**config.mk**
```make
export PLATFORM = sky130hd
export DESIGN_NAME = quick_node_pq
export DESIGN_NICKNAME = d
export VERILOG_FILES = /design/src/rtl/quick_node_pq_pkg.sv /design/src/rtl/quick_node_pq_key_cmp.sv /design/src/rtl/quick_node_pq.sv
export SDC_FILE = /design/constraint.sdc
export NUM_CORES = 1
export LEC_CHECK = 0
export CORE_AREA = 10 10 84 86
export DETAILED_ROUTE_END_ITERATION = 10
export DIE_AREA = 0 0 94 96
export PLACE_DENSITY_LB_ADDON = 0.15
export SLEW_MARGIN = 10
export SYNTH_ARGS = -nofsm -noshare
export SYNTH_HDL_FRONTEND = slang
export SYNTH_SLANG_ARGS = --single-unit
```
**constraint.sdc**
```tcl
create_clock -name clk -period 5.4 [get_ports clk]
set_input_delay 1.35 -clock clk [delete_from_list [all_inputs] [get_ports clk]]
set_output_delay 1.35 -clock clk [all_outputs]
set_load 0.02 [all_outputs]
```
**src/rtl/quick_node_pq_pkg.sv**
```systemverilog
// quickq_pkg: shared types and constants for the QuickQ systolic priority queue.
//   node_state_e : per-node issue FSM (IDLE accepts, WAIT spaces out propagating ops)
//   op_e         : decoded left-side request
//   KEY_W_DEF    : default key width
//   MODE_MIN/MAX : values for the MAX_MODE parameter
package quickq_pkg;

  typedef enum logic [0:0] {IDLE, WAIT} node_state_e;

  typedef enum logic [1:0] {OP_NONE, OP_INSERT, OP_POP, OP_REPLACE} op_e;

  localparam int unsigned KEY_W_DEF = 16;
  localparam int unsigned MODE_MIN  = 0;
  localparam int unsigned MODE_MAX  = 1;

  // write+read together is a replace (pop the head, insert the new key).
  function automatic op_e decode_op(input logic wr, input logic rd);
    op_e op;
    if (wr && rd) begin
      op = OP_REPLACE;
    end else if (wr) begin
      op = OP_INSERT;
    end else if (rd) begin
      op = OP_POP;
    end else begin
      op = OP_NONE;
    end
    return op;
  endfunction

endpackage

```
**src/rtl/quick_node_pq_key_cmp.sv**
```systemverilog
// key_cmp: strict priority compare between two keys.
//   a, b     : keys to compare
//   a_better : a strictly beats b (a<b for a min-queue, a>b for a max-queue).
//              Equal keys never beat each other, which keeps ties in arrival order.
module key_cmp
  import quickq_pkg::*;
#(
  parameter int unsigned KEY_W    = KEY_W_DEF,
  parameter int unsigned MAX_MODE = MODE_MIN
) (
  input  logic [KEY_W-1:0] a,
  input  logic [KEY_W-1:0] b,
  output logic             a_better
);

  assign a_better = (MAX_MODE == MODE_MAX) ? (a > b) : (a < b);

endmodule

```
**src/rtl/quick_node_pq.sv**
```systemverilog
// quick_node_pq: one node of the QuickQ systolic priority queue.
// Holds a single key; inserts ripple right as a compare-and-forward wavefront and
// pops shift the array left one node per cycle. Node 0's left side is the user port.
//   clk, reset_i / reset_o     : clock, sync active-high reset and its one-cycle copy for the
//                                right neighbour
//   write_i, read_i, data_lt_i : left request (insert / pop / both = replace) and its key
//   ready_o                    : this node accepts an op this cycle
//   data_lt_o, valid_lt_o      : held key and its valid flag
//   write_o, read_o, data_rt_o : request and key forwarded to the right node
//   data_rt_i, valid_rt_i, ready_rt_i : right node's held key, valid and ready
//   underflow_o, overflow_o    : pulses for pop of an empty node / key dropped at the tail
module quick_node_pq
  import quickq_pkg::*;
#(
  parameter int unsigned KEY_W    = KEY_W_DEF,
  parameter int unsigned MAX_MODE = MODE_MIN,
  parameter int unsigned LAST     = 0
) (
  input  logic             clk,
  input  logic             reset_i,
  output logic             reset_o,
  input  logic             write_i,
  input  logic             read_i,
  input  logic [KEY_W-1:0] data_lt_i,
  output logic             ready_o,
  output logic [KEY_W-1:0] data_lt_o,
  output logic             valid_lt_o,
  output logic             write_o,
  output logic             read_o,
  output logic [KEY_W-1:0] data_rt_o,
  input  logic [KEY_W-1:0] data_rt_i,
  input  logic             valid_rt_i,
  input  logic             ready_rt_i,
  output logic             underflow_o,
  output logic             overflow_o
);

  localparam bit IsLast = (LAST != 0);

  // The tail sees an always-empty, always-ready right neighbour.
  logic             rt_valid;
  logic             rt_ready;
  logic [KEY_W-1:0] rt_data;

  assign rt_valid = IsLast ? 1'b0 : valid_rt_i;
  assign rt_ready = IsLast ? 1'b1 : ready_rt_i;
  assign rt_data  = IsLast ? '0   : data_rt_i;

  node_state_e      state;
  logic [KEY_W-1:0] held;
  logic             held_v;

  assign data_lt_o  = held;
  assign valid_lt_o = held_v;
  assign ready_o    = (state == IDLE) && rt_ready;

  logic key_better;
  logic rt_better;

  key_cmp #(
    .KEY_W   (KEY_W),
    .MAX_MODE(MAX_MODE)
  ) u_key_vs_held (
    .a       (data_lt_i),
    .b       (held),
    .a_better(key_better)
  );

  key_cmp #(
    .KEY_W   (KEY_W),
    .MAX_MODE(MAX_MODE)
  ) u_rt_vs_key (
    .a       (rt_data),
    .b       (data_lt_i),
    .a_better(rt_better)
  );

  op_e op;
  assign op = decode_op(write_i, read_i);

  always_ff @(posedge clk) begin
    reset_o <= reset_i;
    if (reset_i) begin
      state       <= IDLE;
      held        <= '0;
      held_v      <= 1'b0;
      write_o     <= 1'b0;
      read_o      <= 1'b0;
      data_rt_o   <= '0;
      underflow_o <= 1'b0;
      overflow_o  <= 1'b0;
    end else begin
      write_o     <= 1'b0;
      read_o      <= 1'b0;
      underflow_o <= 1'b0;
      overflow_o  <= 1'b0;
      unique case (state)
        // One dead cycle after forwarding lets the right node finish its update
        // before data_rt_i / valid_rt_i are sampled again.
        WAIT: state <= IDLE;
        IDLE: begin
          if (ready_o) begin
            unique case (op)
              OP_INSERT: begin
                if (!held_v) begin
                  held   <= data_lt_i;
                  held_v <= 1'b1;
                end else begin
                  if (key_better) begin
                    held      <= data_lt_i;
                    data_rt_o <= held;
                  end else begin
                    data_rt_o <= data_lt_i;
                  end
                  // At the tail the loser has nowhere to go.
                  write_o    <= !IsLast;
                  overflow_o <= IsLast;
                  if (!IsLast) state <= WAIT;
                end
              end
              OP_POP: begin
                if (held_v) begin
                  held   <= rt_data;
                  held_v <= rt_valid;
                  read_o <= rt_valid;
                  if (rt_valid) state <= WAIT;
                end else begin
                  underflow_o <= 1'b1;
                end
              end
              OP_REPLACE: begin
                if (held_v && rt_valid && rt_better) begin
                  held      <= rt_data;
                  read_o    <= 1'b1;
                  write_o   <= 1'b1;
                  data_rt_o <= data_lt_i;
                  state     <= WAIT;
                end else begin
                  held        <= data_lt_i;
                  held_v      <= 1'b1;
                  underflow_o <= !held_v;
                end
              end
              default: ;
            endcase
          end
        end
        default: state <= IDLE;
      endcase
    end
  end

endmodule

```
# Word level (Yosys, flattened, before mapping)
# Index checks and enable logic that the tools add are counted.
totals:
  in_bits: 38
  regBits: 38
op_classes:
  n_lt_le_gt_ge: 2
  n_reduce_logical: 11
  mux: 27
  eq_ne: 8
  bitwise_logic: 2
ops:
  columns: ["cell", "n"]
  rows:
  - ["$mux 16", 7]
  - ["$pmux 16 s3", 1]
  - ["$lt 16x16->1", 2]
  - ["$pmux 16 s2", 1]
  - ["$reduce_and 5->1", 2]
  - ["$mux 1", 9]
  - ["$ne 2x2->1 const B", 4]
  - ["$pmux 1 s2", 4]
  - ["$mux 2", 3]
  - ["$pmux 1 s3", 2]
  - ["$eq 2x2->1 const B", 2]
  - ["$logic_and 1x1->1", 4]
  - ["$reduce_and 4->1", 1]
  - ["$ne 3x3->1 const B", 1]
  - ["$reduce_bool 3->1", 1]
  - ["$reduce_or 3->1", 1]
  - ["$eq 2x1->1 const B", 1]
  - ["$not 1->1", 2]
  - ["$reduce_bool 2->1", 1]
  - ["$logic_not 1->1", 1]

# Depth between registers and ports, before layout
depth:
  ltp_word: 7
  mapped_depth: 10
  depth_no_buf: 8

# Modules after synthesis
# A second synthesis with hierarchy kept.
unflattened:
  cells_unflattened: 299
  hier_area_um2: 2660.1
by_module_without_submodules:
  columns: ["module", "area_per_inst_um2", "n_inst", "cells_each"]
  rows:
  - ["quick_node_pq", 1909.3, 1, 195]
  - ["key_cmp", 375.4, 2, 52]

# Least setup slack after synthesis
# Ideal clock, no wire load.
synth_timing:
  kind: "input port to flip-flop"
  start: "input port data_lt_i[15]"
  end: "register held[10], in the netlist data_lt_o[10]"
  path_buffers: 1
  path_stages: 9
  arrival_ns: 3.562
  path_slack_ns: 1.706
  required_ns: 5.268
  path_cell_list: "inv_1 -> ha_1 -> nand4_2 -> or3_4 -> or4_4 -> a31oi_4 -> buf_12 -> mux2i_1 -> o2bb2ai_2"
synth_via:
  elab_chain_cells: 4
  word_cells_on_any_way: 7
  cone_classes: "2 x order compare; 1 x eq/ne; 2 x mux; 2 x reduce/logical"
synth_lines:
  columns: ["item", "line", "source"]
  rows:
  - ["start, declared", "quick_node_pq.sv:24", "input logic [KEY_W-1:0] data_lt_i,"]
  - ["$lt 16x16->1", "quick_node_pq_key_cmp.sv:16", "assign a_better = (MAX_MODE == MODE_MAX) ? (a > b) : (a < b);"]
  - ["$logic_and 1x1->1", "quick_node_pq.sv:132", "if (held_v && rt_valid && rt_better) begin"]
  - ["$mux 16", "quick_node_pq.sv:132", null]
  - ["$pmux 16 s3", "quick_node_pq.sv:103", "unique case (op)"]
  - ["end signal, assigned", "quick_node_pq.sv:106", "held <= data_lt_i;"]
  - ["end signal, assigned", "quick_node_pq.sv:110", "held <= data_lt_i;"]
  - ["end signal, assigned", "quick_node_pq.sv:133", "held <= rt_data;"]
  - ["end, declared", "quick_node_pq.sv:50", "logic [KEY_W-1:0] held;"]
# Parallel ways exist; a longest one is shown, timed or not.
# A chain may end at the register's enable or synchronous reset.

# Worst setup path in the final report
layout_timing:
  start: "input port data_lt_i[15]"
  end: "register held[11], in the netlist data_lt_o[11]"
# The elaborated chain is that of the path after synthesis.

==> flow_metrics.env <==
export IMPL_status="completed"
export IMPL_synth_nets=380
export IMPL_async_flop_share_pct=0
export IMPL_worst_setup_path_start_kind="primary input"
export IMPL_slew_headroom_pct=50.4
export IMPL_ctsResizeCount=0
export IMPL_start_util_pct=50.6
export IMPL_h_tree_depth=2
export IMPL_synth_top_family_by_area="compound AO/OA/AOI/OAI gates"
export IMPL_synth_seq_area_share_pct=27.8
export IMPL_fp_row_count=27
export IMPL_synthXorXnorAreaFrac_pct=0
export IMPL_clockBufferDepth=2
export IMPL_hold_violations=0
export IMPL_post_cts_setup_buffer_count=0
export IMPL_hold_depth=1
export IMPL_die_height_um=96
export IMPL_ios=77
export IMPL_synth_compound_area_share_pct=26.9
export IMPL_muxShareOfSynthArea_pct=11.8
export IMPL_max_cap_violations=0
export IMPL_ant_nets=0
export IMPL_dr_pass1_iters=6
export IMPL_holdBufCountCts=0
export IMPL_syn_to_final_growth_pct=34.2
export IMPL_synth_distinct_cells=46
export IMPL_crit_required_ns=5.60
export IMPL_fin_skew_ns=0.00956
export IMPL_drt_iter0_drc=126
export IMPL_min_period_ns=4.29
export IMPL_insertion_delay_ns=0.30
export IMPL_syn_area_per_cell_sq_um=8.77
export IMPL_fin_tns_setup_ns=0
export IMPL_antenna_found_initial=0
export IMPL_track_usage_pct=18.4
export IMPL_setup_viol=0
export IMPL_synthSimpleGateAreaFrac_pct=12.0
export IMPL_drc=0
export IMPL_place_congestion=0.867
export IMPL_viasPerCell=5.69
export IMPL_synth_flop_cell="dfxtp_1"
export IMPL_wl_per_cell_um=17.8
export IMPL_dpl_hpwl_um=6190
export IMPL_critPathSlowestCell="a31oi_4"
export IMPL_path_class="in2reg"
export IMPL_design_area_sq_um=3670
export IMPL_tritoncts="done"
export IMPL_grt_max_degree=39
export IMPL_final_period_utilization_pct=79.5
export IMPL_total_power_uw=783
export IMPL_synth_seq_cells=38
export IMPL_synth_edf_count=0
export IMPL_drive_gt1_share_pct=7.97
export IMPL_coreArea_sq_um=5410
export IMPL_worstPathArrival_ns=4.49
export IMPL_clk_pin_slew_ns=0.08
export IMPL_synth_adder_area_share_pct=13.7
export IMPL_max_freq_mhz=233
export IMPL_final_util_pct=67.9
export IMPL_root_buffer="clkbuf_8"
export IMPL_maxSlewViolCount=0
export IMPL_peakVddDrop_mv=0.125
export IMPL_cts_buffers=5
export IMPL_crit_chain="clkdlybuf4s50_1, inv_1, ha_1, nand4_2, or3_4, or4_4, a31oi_4, mux2i_1, o2bb2ai_2"
export IMPL_grt_pass1_vias=2620
export IMPL_cp_depth=9
export IMPL_worstRegToRegCells=9
export IMPL_overflow=0
export IMPL_netlist_instances=312
export IMPL_n_antenna_cell=0
export IMPL_placed_area_sq_um=3560
export IMPL_path_buf_inv=2
export IMPL_syn_area_sq_um=2740
export IMPL_ys_warn_count=0
export IMPL_vias=2622
export IMPL_rsz0062_at_grt="no"
export IMPL_die_area_sq_um=9020
export IMPL_fin_nets=456
export IMPL_cp_max_fo=15
export IMPL_critPathCaptureType="flip-flop"
export IMPL_tightest_slew_ns=0.725
export IMPL_port_buffers=75
export IMPL_leakagePower_uw=0.00150
export IMPL_routed_wl_um=8190
export IMPL_cp_top_family="simple AND/OR/NAND/NOR gates"
export IMPL_cp_slowest_stage_delay_ns=0.64
export IMPL_die_w_um=94
export IMPL_hold_path_class="reg2reg"
export IMPL_grt_pass1_wl_um=13300
export IMPL_powerDensity_nw_per_um2=213
export IMPL_cts_sinks=38
power breakdown:
part           total [uW]  internal [uW]  switching, uW
combinational         227            108            119
sequential            307            293           13.7
clock                 248            138            110
stage by stage:
step           hold slack [ns]  std cells  worst slack [ns]
2_1_floorplan            0.563        312              1.71
3_3_place_gp             0.495        453             0.877
3_5_place_dp             0.498        453             0.780
4_1_cts                  0.509        461              1.11
5_1_grt                  0.531        461             0.948
6_report                 0.505        461              1.11
Yosys cell counts, types with 2 or more instances:
| cell | instances | share of area, % |
|---|---|---|
| mux2i_1 | 31 | 11 |
| o211ai_1 | 2 | 0.55 |
| a2111oi_0 | 2 | 0.64 |
| nand2b_1 | 4 | 0.91 |
| nand2_1 | 25 | 3.4 |
| nand4_1 | 6 | 1.4 |
| buf_2 | 5 | 0.91 |
| and2_1 | 3 | 0.69 |
| nand3_1 | 4 | 0.73 |
| o2bb2ai_2 | 10 | 5.5 |
| a21boi_0 | 2 | 0.55 |
| a31oi_1 | 2 | 0.46 |
| a21o_1 | 2 | 0.55 |
| o21ai_0 | 18 | 3.3 |
| dfxtp_1 | 38 | 28 |
| inv_1 | 34 | 4.7 |
| o21a_1 | 3 | 0.82 |
| a2111oi_1 | 2 | 0.73 |
| ha_1 | 30 | 14 |
| a21oi_1 | 28 | 5.1 |
| clkbuf_1 | 6 | 0.82 |
| o2bb2ai_1 | 5 | 1.6 |
| nor2_1 | 11 | 1.5 |
| o31ai_1 | 17 | 4.7 |
cell usage in the layout (no fill, tap or decap), types with 3 or more instances in the layout:
master            n
o21a_1            3
buf_4             8
mux2i_1          31
ha_1             30
nand4_1           6
and2_1            3
nand2b_1          4
o21ai_0          18
nand2_1          25
clkdlybuf4s50_1  75
o31ai_1          17
a21oi_1          28
clkbuf_8          5
dfxtp_1          38
nand3_1           4
o2bb2ai_1         5
nor2_1           11
o2bb2ai_2        10
inv_1            34
final timing paths:
check	start	endpoint	slack, ns
hold reg to reg	data_lt_o[15]$_SDFFE_PP0P_	data_lt_o[15]$_SDFFE_PP0P_	0.50
setup reg to reg	data_lt_o[11]$_SDFFE_PP0P_	data_lt_o[15]$_SDFFE_PP0P_	2.61
setup / recovery	data_lt_i[15]	data_lt_o[11]$_SDFFE_PP0P_	1.11
hold / removal	data_lt_o[15]$_SDFFE_PP0P_	data_lt_o[15]$_SDFFE_PP0P_	0.50
metal layers:
metal  GRT usage [%]  up-vias  wire length (um)
li1                -     1296                 -
met2            31.5       81              3930
met3            5.45       14               641
met4            6.33        0               132
met1            21.4     1231              3480
met5               0        -                 0
cell families after synthesis:
group | count (synthesis)
buffers and inverters | 49
flip-flops | 38
other | 1
AND/OR/NAND/NOR | 63
adder cells (fa/ha/maj) | 30
AO/OA/AOI/OAI | 99
multiplexers | 32
sequential cells by signal (all words and copies together) (netlist names):
name,flops
reset_o,1
data_lt_o,16
state,1
data_rt_o,16
write_o,1
read_o,1
underflow_o,1
valid_lt_o,1
area by class of cell:
class                      count  area (sq um)
clock buffer                   7          76.3
clock inverter                 1          30.0
fill                         458          1740
inverter                      35           131
multi-input combinational    225          1770
sequential                    38           761
tap                           72          90.1
timing repair buffer          83           811
worst reg2reg max path: stages, from the launching register on:
cell and delay (ns):
dfxtp_1 0.40, inv_1 0.06, ha_1 0.28, nand2_1 0.06, or3_1 0.43, a2111oi_1 0.51, o311ai_1 0.27, nand3_1 0.30
buf_4 0.29, o2bb2ai_1 0.08
Note: power is estimated with default switching activity, not from simulation.
